### src/rtl/de0_mc_pkg.sv
// Shared definitions for the DE0 SDRAM controller host initiator.
// Provides:
//   - mc_state_e : controller-side command sequencer states
//   - DataSizeDef / AddrSizeDef : default data and word-address widths
//   - BlenW / BeatW : burst-length field width and beat-counter width
//   - IdleCntW / IdleCntMax : idle-cycle counter width and saturation value
//   - idle_inc() : saturating increment for the idle counter
package de0_mc_pkg;

    localparam int unsigned DataSizeDef = 16;
    localparam int unsigned AddrSizeDef = 24;

    localparam int unsigned BlenW = 3;
    // One extra bit so len+1 (up to 8) and surplus acks fit without wrapping.
    localparam int unsigned BeatW = BlenW + 1;

    localparam int unsigned IdleCntW = 4;
    localparam logic [IdleCntW-1:0] IdleCntMax = '1;

    typedef enum logic [1:0] {
        StIdle  = 2'd0,
        StCmd   = 2'd1,
        StXfer  = 2'd2,
        StRwait = 2'd3
    } mc_state_e;

    function automatic logic [IdleCntW-1:0] idle_inc(input logic [IdleCntW-1:0] v);
        return (v == IdleCntMax) ? v : v + 1'b1;
    endfunction

endpackage

### src/rtl/de0_mc_host.sv
// Host-side initiator for the mc_* command interface of the DE0 SDR SDRAM controller.
// Takes single/burst read/write requests from one host, interleaves refreshes requested
// by the controller, issues commands with a strobe/ready handshake and steers per-beat data.
//
// Ports:
//   mc_clk_i, mc_rst_n      clock (rising edge), asynchronous active-low reset
//   hst_req_i/we/adr/len/sel/dat_i   host request, sampled in IDLE
//   hst_wack_o              write beat consumed (combinational from mc_ack_i)
//   hst_dat_o, hst_rval_o   registered read data and its one-cycle valid
//   hst_done_o, hst_err_o   end-of-command pulse, error if ack count != len+1
//   hst_busy_o              sequencer not idle
//   mc_stb_o, mc_rfsh_o, mc_wreq_o, mc_blen_o, mc_adr_o, mc_sel_o, mc_dat_o
//                           command to the controller
//   mc_dat_i, mc_rdy_i, mc_ack_i, mc_done_i   controller responses
//   mc_lref_i, mc_href_i    low/high-priority refresh requests
module de0_mc_host
    import de0_mc_pkg::*;
#(
    parameter int unsigned DATA_SIZE = DataSizeDef,
    parameter int unsigned ADDR_SIZE = AddrSizeDef,
    parameter int unsigned LREF_IDLE = 4
) (
    input  logic                   mc_clk_i,
    input  logic                   mc_rst_n,

    input  logic                   hst_req_i,
    input  logic                   hst_we_i,
    input  logic [ADDR_SIZE-1:0]   hst_adr_i,
    input  logic [BlenW-1:0]       hst_len_i,
    input  logic [DATA_SIZE/8-1:0] hst_sel_i,
    input  logic [DATA_SIZE-1:0]   hst_dat_i,
    output logic                   hst_wack_o,
    output logic [DATA_SIZE-1:0]   hst_dat_o,
    output logic                   hst_rval_o,
    output logic                   hst_done_o,
    output logic                   hst_err_o,
    output logic                   hst_busy_o,

    output logic                   mc_stb_o,
    output logic                   mc_rfsh_o,
    output logic                   mc_wreq_o,
    output logic [BlenW-1:0]       mc_blen_o,
    output logic [ADDR_SIZE-1:0]   mc_adr_o,
    output logic [DATA_SIZE/8-1:0] mc_sel_o,
    output logic [DATA_SIZE-1:0]   mc_dat_o,
    input  logic [DATA_SIZE-1:0]   mc_dat_i,
    input  logic                   mc_rdy_i,
    input  logic                   mc_ack_i,
    input  logic                   mc_done_i,
    input  logic                   mc_lref_i,
    input  logic                   mc_href_i
);

    localparam logic [IdleCntW-1:0] LrefThr = IdleCntW'(LREF_IDLE);

    mc_state_e              r_state;
    mc_state_e              w_state_nx;
    logic [IdleCntW-1:0]    r_idle_cnt;
    logic [BeatW-1:0]       r_beat_cnt;

    logic                   r_rfsh;
    logic                   r_wreq;
    logic [BlenW-1:0]       r_blen;
    logic [ADDR_SIZE-1:0]   r_adr;
    logic [DATA_SIZE/8-1:0] r_sel;

    logic [DATA_SIZE-1:0]   r_rdat;
    logic                   r_rval;
    logic                   r_done;
    logic                   r_err;

    logic                   w_ld_rfsh;
    logic                   w_ld_host;
    logic                   w_in_xfer;
    logic                   w_ack_x;
    logic                   w_beat_ok;
    logic [BeatW-1:0]       w_beat_inc;
    logic [BeatW-1:0]       w_beats_fin;
    logic [BeatW-1:0]       w_len_p1;

    // ---------------------------------------------------------------------------------------
    // Next-state and IDLE arbitration: high-priority refresh, then host, then low-priority
    // refresh once the bus has been quiet long enough.
    // ---------------------------------------------------------------------------------------
    always_comb begin
        w_state_nx = r_state;
        w_ld_rfsh  = 1'b0;
        w_ld_host  = 1'b0;
        unique case (r_state)
            StIdle: begin
                if (mc_href_i) begin
                    w_ld_rfsh  = 1'b1;
                    w_state_nx = StCmd;
                end else if (hst_req_i) begin
                    w_ld_host  = 1'b1;
                    w_state_nx = StCmd;
                end else if (mc_lref_i && (r_idle_cnt >= LrefThr)) begin
                    w_ld_rfsh  = 1'b1;
                    w_state_nx = StCmd;
                end
            end
            StCmd: begin
                if (mc_rdy_i) begin
                    w_state_nx = r_rfsh ? StRwait : StXfer;
                end
            end
            StXfer: begin
                if (mc_done_i) begin
                    w_state_nx = StIdle;
                end
            end
            StRwait: begin
                if (mc_done_i) begin
                    w_state_nx = StIdle;
                end
            end
            default: w_state_nx = StIdle;
        endcase
    end

    // ---------------------------------------------------------------------------------------
    // Beat accounting. Acks past len+1 still advance the counter (saturating) so the final
    // count exceeds len+1 and the mismatch check flags them.
    // ---------------------------------------------------------------------------------------
    always_comb begin
        w_in_xfer   = (r_state == StXfer);
        w_ack_x     = w_in_xfer && mc_ack_i;
        w_len_p1    = {1'b0, r_blen} + BeatW'(1);
        w_beat_ok   = w_ack_x && (r_beat_cnt < w_len_p1);
        w_beat_inc  = (r_beat_cnt == '1) ? r_beat_cnt : r_beat_cnt + BeatW'(1);
        // An ack coinciding with done is counted before the final comparison.
        w_beats_fin = w_ack_x ? w_beat_inc : r_beat_cnt;
    end

    always_ff @(posedge mc_clk_i or negedge mc_rst_n) begin
        if (!mc_rst_n) begin
            r_state    <= StIdle;
            r_idle_cnt <= '0;
            r_beat_cnt <= '0;
        end else begin
            r_state <= w_state_nx;
            if (r_state == StIdle) begin
                r_idle_cnt <= (w_state_nx == StIdle) ? idle_inc(r_idle_cnt) : '0;
            end
            if (w_ld_rfsh || w_ld_host) begin
                r_beat_cnt <= '0;
            end else if (w_ack_x) begin
                r_beat_cnt <= w_beat_inc;
            end
        end
    end

    // Command fields: held stable from load until the next command is loaded.
    always_ff @(posedge mc_clk_i or negedge mc_rst_n) begin
        if (!mc_rst_n) begin
            r_rfsh <= 1'b0;
            r_wreq <= 1'b0;
            r_blen <= '0;
            r_adr  <= '0;
            r_sel  <= '0;
        end else begin
            if (w_ld_rfsh) begin
                r_rfsh <= 1'b1;
                r_wreq <= 1'b0;
            end else if (w_ld_host) begin
                r_rfsh <= 1'b0;
                r_wreq <= hst_we_i;
                r_blen <= hst_len_i;
                r_adr  <= hst_adr_i;
                r_sel  <= hst_sel_i;
            end else if ((r_state == StRwait) && mc_done_i) begin
                r_rfsh <= 1'b0;
            end
        end
    end

    // Host-facing registered outputs: read data, its valid, and end-of-command pulses.
    always_ff @(posedge mc_clk_i or negedge mc_rst_n) begin
        if (!mc_rst_n) begin
            r_rdat <= '0;
            r_rval <= 1'b0;
            r_done <= 1'b0;
            r_err  <= 1'b0;
        end else begin
            r_rval <= 1'b0;
            r_done <= 1'b0;
            r_err  <= 1'b0;
            if (w_beat_ok && !r_wreq) begin
                r_rdat <= mc_dat_i;
                r_rval <= 1'b1;
            end
            if (w_in_xfer && mc_done_i) begin
                r_done <= 1'b1;
                r_err  <= (w_beats_fin != w_len_p1);
            end
        end
    end

    always_comb begin
        mc_stb_o   = (r_state == StCmd);
        mc_rfsh_o  = r_rfsh;
        mc_wreq_o  = r_wreq;
        mc_blen_o  = r_blen;
        mc_adr_o   = r_adr;
        mc_sel_o   = r_sel;
        mc_dat_o   = (w_in_xfer && r_wreq) ? hst_dat_i : '0;
        hst_wack_o = w_beat_ok && r_wreq;
        hst_dat_o  = r_rdat;
        hst_rval_o = r_rval;
        hst_done_o = r_done;
        hst_err_o  = r_err;
        hst_busy_o = (r_state != StIdle);
    end

endmodule

### config.mk
export PLATFORM = sky130hd
export DESIGN_NAME = de0_mc_host
export DESIGN_NICKNAME = d
export VERILOG_FILES = /design/src/rtl/de0_mc_pkg.sv /design/src/rtl/de0_mc_host.sv
export SDC_FILE = /design/constraint.sdc
export NUM_CORES = 1
export LEC_CHECK = 0
export CAP_MARGIN = 25
export CORE_ASPECT_RATIO = 0.5
export CORE_MARGIN = 2
export CORE_UTILIZATION = 43
export DETAILED_ROUTE_END_ITERATION = 8
export GPL_ROUTABILITY_DRIVEN = 0
export MAX_ROUTING_LAYER = met4
export PLACE_DENSITY_LB_ADDON = 0.1
export SETUP_SLACK_MARGIN = 0.15
export SYNTH_ARGS = -nofsm -noshare
export SYNTH_HDL_FRONTEND = slang
export SYNTH_SLANG_ARGS = --single-unit
### constraint.sdc
create_clock -name mc_clk_i -period 6.8 [get_ports mc_clk_i]
set_input_delay 1.36 -clock mc_clk_i [delete_from_list [all_inputs] [get_ports mc_clk_i]]
set_output_delay 1.36 -clock mc_clk_i [all_outputs]
set_load 0.01 [all_outputs]
==> flow_summary.json, run 1 <==
{
  "outcome": "finished clean",
  "cts_made_buffers": 9,
  "p_sw_mw": 0.591,
  "synth-adder-area-share_pct": 2.78,
  "synth-compound-area-share_pct": 5.60,
  "power.internal_mw": 1.34,
  "syn2layout_area_growth_pct": 66.4,
  "route.detailed.drc": 0,
  "power.total_mw": 1.93,
  "ant_nets": 0,
  "ys_seq_elements": 60,
  "synth.area.mux_share_pct": 19.5,
  "grt_pass1_vias": 2236,
  "drv_slew": 0,
  "synth-simple-area-share_pct": 12.7,
  "die_y_um": 60.1,
  "synth_edf_count": 0,
  "cts_sinks": 60,
  "first_pass_iters": 4,
  "hold_buffers": 0,
  "cts_tree": "built",
  "grt_pass1_wl_um": 10400,
  "min_period_over_period_pct": 62.9,
  "grt_max_degree": 61,
  "worstSetupStartpointType": "input pin",
  "seq_area_frac_synth_pct": 55.5,
  "worstPathArrival_ns": 2.92,
  "syn-cell-area_um2": 2700,
  "synth_cell_type_count": 37,
  "drt-initial-drc-count": 67,
  "syn_inst": 210,
  "cts_setup_buffers": 0,
  "grtUsageTotal_pct": 20.7,
  "grt-ovfl-total": 0,
  "vias_per_cell": 4.77,
  "core_um2": 6080,
  "root_buffer": "clkbuf_16",
  "slew_headroom_pct": 47.5,
  "clk_pin_slew_worst_paths_ns": 0.05,
  "fin_skew_ns": 0.00476,
  "post_cts_resize_count": 0,
  "clock_path_buffers": 2,
  "synth.top_cell.area_share_pct": 55.5,
  "yosysWarnings": 0,
  "port_buffers": 138,
  "post-route-min-period_ns": 4.28,
  "p_seq_share_pct": 32.9,
  "routedWlPerCell_um": 14.7,
  "layout-drive-gt1-share_pct": 18.6,
  "setup_tns_ns": 0,
  "hold_path.class": "register to register",
  "peakVddDrop_v": 0.000216,
  "max_clock_freq_mhz": 234,
  "switching_share_pct": 30.6,
  "dominantRegCellSynth": "dfrtp_1",
  "worstSetupPathType": "input pin to primary output",
  "end_kind": "primary output",
  "rsz0062_at_grt": "false",
  "post-dp-hpwl_um": 4890,
  "initial_core_util_pct": 44.5,
  "insertion_delay_ns": 0.32,
  "hold_viol": 0,
  "htree_levels": 3,
  "finalSetupViolCount": 0,
  "route.vias.total": 2135,
  "netlist_top_cells_count": "60 x dfrtp_1, 44 x mux2_2, 16 x and3_1, 12 x nand2_1, 8 x nor2_1",
  "synthTopCellsByArea": "dfrtp_1 56%, mux2_2 18%, and3_1 3.7%",
  "synth.most_common_cell": "dfrtp_1",
  "async_reset_ff_share_pct": 100,
  "clkPwrFrac_pct": 24.7,
  "leakage_nw": 1.93,
  "antenna_found_initial": 0,
  "max-cap-violations": 0,
  "yosys.area.top_type": "dfrtp_1",
  "boundaryPins": 139,
  "syn-num-nets": 286,
  "power.density_nw_per_um2": 430,
  "fin_nets": 431,
  "synth_top_family_by_area": "multiplexers",
  "max_slew.worst_pin.slew_ns": 0.786,
  "syn_avg_cell_area_um2": 12.9,
  "std_cell_rows": 20,
  "required_ns": 5.44,
  "diodes": 0,
  "dieWidth_um": 116,
  "dieArea_um2": 6980,
  "wirelength_um": 6570,
  "critPathMaxFanout": 5,
  "synthXorXnorAreaFrac_pct": 1.62,
  "p_comb_share_pct": 42.4
}
==> power groups by stage <==
stage               combinational [mW]  sequential, mW  clock, mW
finish                           0.819           0.636      0.478
global route                     0.883           0.662      0.506
CTS                              0.830           0.639      0.488
detailed placement               0.823           0.642          0
global placement                 0.800           0.629          0
floorplan                        0.334           0.686          0
==> flip-flops by register name (all words and copies together), names as in the netlist <==
signal	count
r_idle_cnt	4
mc_wreq_o	1
hst_err_o	1
hst_done_o	1
mc_rfsh_o	1
mc_blen_o	3
mc_adr_o	24
hst_dat_o	16
r_state	2
r_beat_cnt	4
hst_rval_o	1
mc_sel_o	2
==> stage by stage <==
| step | instance area (um^2) | cells | setup WS (ns) | utilization, % | hold WS [ns] |
|---|---|---|---|---|---|
| floorplan | 2700 | 210 | 3.45 | - | 0.493 |
| global placement | 4170 | 431 | 2.56 | 68.5 | 0.489 |
| detailed placement | 4180 | 432 | 2.53 | 68.7 | 0.495 |
| CTS | 4500 | 448 | 2.52 | 74.0 | 0.508 |
| global route | 4500 | 448 | 2.44 | 74.0 | 0.522 |
| finish | 4500 | 448 | 2.52 | 74.0 | 0.503 |
==> routing by layer <==
metal  up-vias  routed length (um)  track usage [%]
met1      1026                2620             22.0
li1       1041                   -                -
met2        62                3470             35.9
met5         -                   0                -
met4         0                  56             7.65
met3         6                 414             7.71
==> layout by cell type, fill, tap and decap left out, drive strengths merged <==
cell,netlist,final
nor3b,2,2
clkdlybuf4s50,0,137
nand3b,1,1
or4b,1,1
mux2,45,45
a21boi,1,1
and3,16,16
inv,4,4
buf,4,4
bufinv,0,2
a21oi,5,5
clkbuf,3,10
a41oi,1,1
clkinvlp,0,2
mux2i,2,2
nor4,1,1
o21ba,1,1
o21a,3,3
clkinv,0,2
a41o,1,1
nor4b,1,1
a31oi,2,2
a21o,1,1
nand3,5,5
xor2,1,1
nand4b,1,1
ha,6,6
xnor2,4,4
nand2b,5,5
o21ai,8,8
nand2,12,12
o21bai,1,1
nor2,8,8
dfrtp,60,60
nor3,1,1
nor2b,3,3
==> critical path, cell delays in order <==
cell             delay, ns
clkdlybuf4s50_1       0.53
nand3b_4              0.12
nor4b_1               0.32
clkdlybuf4s50_1       0.59
==> path summary, 6_finish.rpt <==
| check | start | to | slack [ns] | cells past startpoint |
|---|---|---|---|---|
| worst max-delay path | mc_ack_i | hst_wack_o | 2.52 | 4 |
| worst min-delay path | hst_dat_o[9]$_DFFE_PN0P_ | hst_dat_o[9]$_DFFE_PN0P_ | 0.50 | 1 |
| max in group asynchronous | mc_rst_n | r_state[1]$_DFF_PN0_ | 5.12 | 2 |
| min in group asynchronous | mc_rst_n | hst_dat_o[1]$_DFFE_PN0P_ | 1.17 | 2 |
| worst min register to register | hst_dat_o[9]$_DFFE_PN0P_ | hst_dat_o[9]$_DFFE_PN0P_ | 0.50 | 1 |
| worst max register to register | mc_blen_o[0]$_DFFE_PN0P_ | hst_dat_o[11]$_DFFE_PN0P_ | 4.29 | 9 |
==> logic make-up after synthesis <==
group,count (synthesis)
flip-flops,60
AND/OR/NAND/NOR,57
multiplexers,47
AO/OA/AOI/OAI,24
buffers and inverters,11
adder cells (fa/ha/maj),6
XOR/XNOR,5
==> layout make-up <==
cell class,count,area [um^2]
multi-input cells,139,1150
flip-flops and latches,60,1500
well taps,88,110
clock buffers,10,229
fillers,427,1580
repair buffers,141,1410
inverters,4,15.0
clock inverters,6,88.8
No activity file was read; power rests on OpenSTA's default activity.
==> inputs of run 2 (changes only) <==
--- a/config.mk
+++ b/config.mk
@@ -8,7 +8,7 @@
 export CAP_MARGIN = 25
 export CORE_ASPECT_RATIO = 0.5
 export CORE_MARGIN = 2
-export CORE_UTILIZATION = 43
+export CORE_UTILIZATION = 40
 export DETAILED_ROUTE_END_ITERATION = 8
 export GPL_ROUTABILITY_DRIVEN = 0
 export MAX_ROUTING_LAYER = met4
==> constraint.sdc (replaced) <==
create_clock -name mc_clk_i -period 4.09 [get_ports mc_clk_i]
set_input_delay 0.818 -clock mc_clk_i [delete_from_list [all_inputs] [get_ports mc_clk_i]]
set_output_delay 0.818 -clock mc_clk_i [all_outputs]
set_load 0.01 [all_outputs]
==> run 2 against run 1 <==
Net effect:
- hold slack got worse by 0.0019 ns
- non-clock buffer count unchanged
- count of clock-buffer cells in the layout increased by 2
- final cell count increased by 0.89%
- global-route usage decreased by 0.79 points
- clock skew about the same
- critical path type is now register to primary output
- largest power group unchanged
- highest routed layer unchanged
==> flow_summary.json, run 2 (synthesis results as in run 1) <==
{
  "grt_pass1_wl_um": 11300,
  "antenna_found_initial": 0,
  "hold_path.class": "register to register",
  "fin_cells": 452,
  "end_kind": "primary output",
  "diodes": 0,
  "fillers": 504,
  "hold_buffers": 0,
  "core_um2": 6620,
  "setup_tns_ns": 0,
  "clk_pin_slew_worst_paths_ns": 0.05,
  "critPathMaxFanout": 6,
  "worstSetupStartpointType": "register",
  "drv_slew": 0,
  "largest_register_ffs": 24,
  "max-cap-violations": 0,
  "required_ns": 3.27,
  "vias_per_cell": 4.78,
  "grt-ovfl-total": 0,
  "htree_levels": 3,
  "dieArea_um2": 7470,
  "worstSetupPathType": "register to primary output",
  "power.density_nw_per_um2": 716,
  "syn2layout_area_growth_pct": 66.3,
  "leakage_nw": 1.93,
  "outcome": "finished clean",
  "cts_tree": "built",
  "post-route-min-period_ns": 3.65,
  "dieWidth_um": 120,
  "first_pass_iters": 4,
  "layout_setup_ws_ns": 0.436,
  "max_slew.worst_pin.slew_ns": 0.901,
  "cts_sinks": 60,
  "grt_pass1_vias": 2392,
  "grtUsageTotal_pct": 19.9,
  "clock_path_buffers": 2,
  "finalSetupViolCount": 0,
  "grt_max_degree": 32,
  "hold_viol": 0,
  "rsz0062_at_grt": "false",
  "route.detailed.drc": 0,
  "ant_nets": 0,
  "peakVddDrop_v": 0.000399,
  "insertion_delay_ns": 0.32,
  "slew_headroom_pct": 39.8,
  "wirelength_um": 6780,
  "drt-initial-drc-count": 82,
  "boundaryPins": 139,
  "layout-drive-gt1-share_pct": 18.3,
  "cts_setup_buffers": 0,
  "fin_nets": 431,
  "port_buffers": 138,
  "root_buffer": "clkbuf_16",
  "min_period_over_period_pct": 89.3,
  "fin_skew_ns": 0.00523,
  "post_cts_resize_count": 0,
  "initial_core_util_pct": 40.8,
  "routedWlPerCell_um": 15.0,
  "mostFrequentLayoutCell": "clkdlybuf4s50_1",
  "final_cell_mix": "137 x clkdlybuf4s50_1, 60 x dfrtp_1, 44 x mux2_2, 16 x and3_1, 12 x nand2_1",
  "placedInstanceArea_um2": 4180,
  "place_ws_ns": 0.836,
  "std_cell_rows": 21,
  "route.vias.total": 2162,
  "post-dp-hpwl_um": 4890,
  "die_y_um": 62.1,
  "cts_made_buffers": 9,
  "dp.cells": 436,
  "final_area_um2": 4500,
  "max_clock_freq_mhz": 274,
  "worstPathArrival_ns": 2.84
}
==> run 2: changes by cell type in the layout (fill, tap and decap cells not counted), sizes merged <==
cell and delta:
clkbuf +2, clkinv -1, clkinvlp -1
==> run 2: path summary, 6_finish.rpt <==
kind	startpoint	to	slack, ns	depth (start not counted)
setup / recovery	mc_blen_o[0]$_DFFE_PN0P_	hst_wack_o	0.44	8
hold / removal	mc_adr_o[7]$_DFFE_PN0P_	mc_adr_o[7]$_DFFE_PN0P_	0.50	1
setup reg to reg	mc_blen_o[0]$_DFFE_PN0P_	hst_dat_o[2]$_DFFE_PN0P_	1.51	9
hold reg to reg	mc_adr_o[7]$_DFFE_PN0P_	mc_adr_o[7]$_DFFE_PN0P_	0.50	1
max in group asynchronous	mc_rst_n	mc_sel_o[0]$_DFFE_PN0P_	2.70	2
min in group asynchronous	mc_rst_n	hst_err_o$_DFF_PN0_	0.54	1
==> run 2: worst max-delay path, cell delays in order (launching register included) <==
cell and delay (ns):
dfrtp_1 0.45, ha_1 0.38, inv_1 0.09, ha_1 0.29, o21a_1 0.11, o21a_1 0.16, o21a_1 0.21, nor4b_1 0.26
clkdlybuf4s50_1 0.59
==> run 2: per-stage QoR <==
step / power, mW / util [%] / hold slack (ns)
CTS: 3.26 / 67.9 / 0.506
global placement: 2.38 / 63.1 / 0.488
detailed placement: 2.43 / 63.1 / 0.494
finish: 3.22 / 67.9 / 0.501
global route: 3.42 / 67.9 / 0.516
floorplan: 1.70 / - / 0.493
==> run 2: final cells by class <==
class	count	area (um^2)	area share (%)
Clock buffer	12	246	5.48
Clock inverter	4	72.6	1.61
Inverter	4	15.0	0.334
Multi-Input combinational cell	139	1150	25.5
Sequential cell	60	1500	33.4
Tap cell	92	115	2.56
Timing Repair Buffer	141	1400	31.1
==> run 2: power breakdown <==
group / internal (mW) / switching [mW] / leakage (nW)
Clock: 0.548 / 0.250 / 0.153
Combinational: 0.834 / 0.529 / 1.04
Sequential: 0.862 / 0.198 / 0.738
Total: 2.24 / 0.977 / 1.93
==> run 2: layer usage <==
layer  GRT usage [%]  wire (um)  vias to the layer above
met5               -          0                        -
li1                -          -                     1040
met2            33.7       3400                       70
met3            8.46        516                        7
met4            4.80         59                        0
met1            21.8       2810                     1045
==> inputs of run 3 (changes only) <==
--- a/config.mk
+++ b/config.mk
@@ -7,7 +7,6 @@
 export LEC_CHECK = 0
 export CAP_MARGIN = 25
 export CORE_ASPECT_RATIO = 0.5
-export CORE_MARGIN = 2
 export CORE_UTILIZATION = 40
 export DETAILED_ROUTE_END_ITERATION = 8
 export GPL_ROUTABILITY_DRIVEN = 0
==> run 3 against run 2 <==
Net effect:
- register-to-register slack got worse by 0.03 ns
- sequential share of layout area increased by 0.42 points
- fmax is 0.61% higher
- non-clock buffer count unchanged
- worst setup slack better by 0.022 ns
- power fell by 4.5%
- critical path type unchanged
- critical endpoint unchanged
- largest power group unchanged
==> flow_summary.json, run 3 (synthesis results as in run 1) <==
{
  "outcome": "finished clean",
  "dieArea_um2": 7110,
  "htree_levels": 3,
  "max-cap-violations": 0,
  "initial_core_util_pct": 43.0,
  "routedWlPerCell_um": 14.7,
  "end_kind": "primary output",
  "rsz0062_at_grt": "false",
  "drt-initial-drc-count": 94,
  "wirelength_um": 6580,
  "top_layer": "met4",
  "die_y_um": 60.1,
  "hold_buffers": 0,
  "regArea_um2": 1500,
  "leakage_nw": 1.91,
  "vias_per_cell": 4.94,
  "ant_nets": 0,
  "layout-drive-gt1-share_pct": 18.7,
  "met2_length_um": 3390,
  "worstSetupPathType": "register to primary output",
  "wl_met3_um": 428,
  "port_buffers": 138,
  "worstPathArrival_ns": 2.81,
  "clk_pin_slew_worst_paths_ns": 0.05,
  "mostFrequentLayoutCell": "clkdlybuf4s50_1",
  "clock_path_buffers": 2,
  "power.density_nw_per_um2": 692,
  "diodes": 0,
  "worstSetupStartpointType": "register",
  "post-route-min-period_ns": 3.63,
  "min_period_over_period_pct": 88.8,
  "critPathMaxFanout": 6,
  "wl_met1_um": 2720,
  "utilization_pct": 70.7,
  "insertion_delay_ns": 0.32,
  "crit_path_end": "hst_wack_o",
  "layout_setup_ws_ns": 0.458,
  "largest_register_ffs": 24,
  "required_ns": 3.27,
  "route.detailed.drc": 0,
  "fillers": 455,
  "hold_viol": 0,
  "grtUsageTotal_pct": 19.6,
  "reg2reg_to": "hst_dat_o[9]$_DFFE_PN0P_",
  "antenna_found_initial": 0,
  "max_clock_freq_mhz": 275,
  "grt-ovfl-total": 0,
  "finalSetupViolCount": 0,
  "ff2ff_setup_slack_ns": 1.48,
  "multiInputGateArea_um2": 1150,
  "grt_pass1_wl_um": 10200,
  "slew_headroom_pct": 43.2,
  "core_um2": 6280,
  "place_ws_ns": 0.805,
  "setup_tns_ns": 0,
  "post_cts_resize_count": 0,
  "peakVddDrop_v": 0.000359,
  "first_pass_iters": 4,
  "fin_nets": 431,
  "fin_skew_ns": 0.00482,
  "root_buffer": "clkbuf_16",
  "cts_setup_buffers": 0,
  "cts_made_buffers": 9,
  "hold_path.class": "register to register",
  "hold_path_startpoint": "hst_dat_o[10]$_DFFE_PN0P_",
  "syn2layout_area_growth_pct": 64.2,
  "crit_start": "mc_blen_o[0]$_DFFE_PN0P_",
  "grt_max_degree": 32,
  "cts_tree": "built",
  "reg2reg_from": "mc_blen_o[0]$_DFFE_PN0P_",
  "reg2regPathDepth": 9,
  "boundaryPins": 139,
  "cts_sinks": 60,
  "route.vias.total": 2209,
  "final_cell_mix": "137 x clkdlybuf4s50_1, 60 x dfrtp_1, 44 x mux2_2, 16 x and3_1, 12 x nand2_1",
  "max_slew.worst_pin.slew_ns": 0.850,
  "grt_pass1_vias": 2213,
  "post-dp-hpwl_um": 5000,
  "drv_slew": 0,
  "dieWidth_um": 118,
  "std_cell_rows": 20
}
run 3: stage by stage:
stage	instances	instance area, um^2	power, mW	hold slack [ns]
finish	447	4440	3.07	0.501
global route	447	4440	3.27	0.520
CTS	447	4440	3.11	0.506
detailed placement	432	4170	2.44	0.495
global placement	432	4170	2.38	0.489
floorplan	210	2700	1.70	0.493
run 3: where the power goes:
part           leakage (nW)  internal [mW]  switching [mW]  total, mW
Combinational          1.04          0.833           0.519       1.35
Sequential            0.738          0.862           0.202       1.06
Clock                 0.127          0.405           0.254      0.659
Total                  1.91           2.10           0.975       3.07
run 3: per-layer routing:
layer  vias up  GRT usage [%]
met5         -              -
met4         0           7.51
met3         6           7.25
met2        80           33.8
met1      1083           21.3
li1       1040              -
run 3: worst min-delay path by stage:
| stage | endpoint | cells past startpoint |
|---|---|---|
| 3_3_place_gp | mc_adr_o[2]$_DFFE_PN0P_ | 1 |
| 2_1_floorplan | r_idle_cnt[1]$_DFFE_PN0P_ | 2 |
| 5_1_grt | hst_dat_o[7]$_DFFE_PN0P_ | 1 |
| 6_report | hst_dat_o[10]$_DFFE_PN0P_ | 1 |
| 3_5_place_dp | mc_adr_o[16]$_DFFE_PN0P_ | 1 |
| 4_1_cts | hst_dat_o[10]$_DFFE_PN0P_ | 1 |
run 3: area by class of cell:
| cell class | instances | share of cell area (%) |
|---|---|---|
| Timing Repair Buffer | 141 | 31.5 |
| Multi-Input combinational cell | 139 | 25.8 |
| Inverter | 4 | 0.338 |
| Tap cell | 88 | 2.48 |
| Sequential cell | 60 | 33.8 |
| Clock inverter | 6 | 0.958 |
| Clock buffer | 9 | 5.07 |
run 3: worst max-delay path: stages, from the launching register on:
cell             delay [ns]
dfrtp_1                0.45
ha_1                   0.35
inv_1                  0.07
ha_1                   0.28
o21a_1                 0.11
o21a_1                 0.17
o21a_1                 0.20
nor4b_1                0.28
clkdlybuf4s50_1        0.59
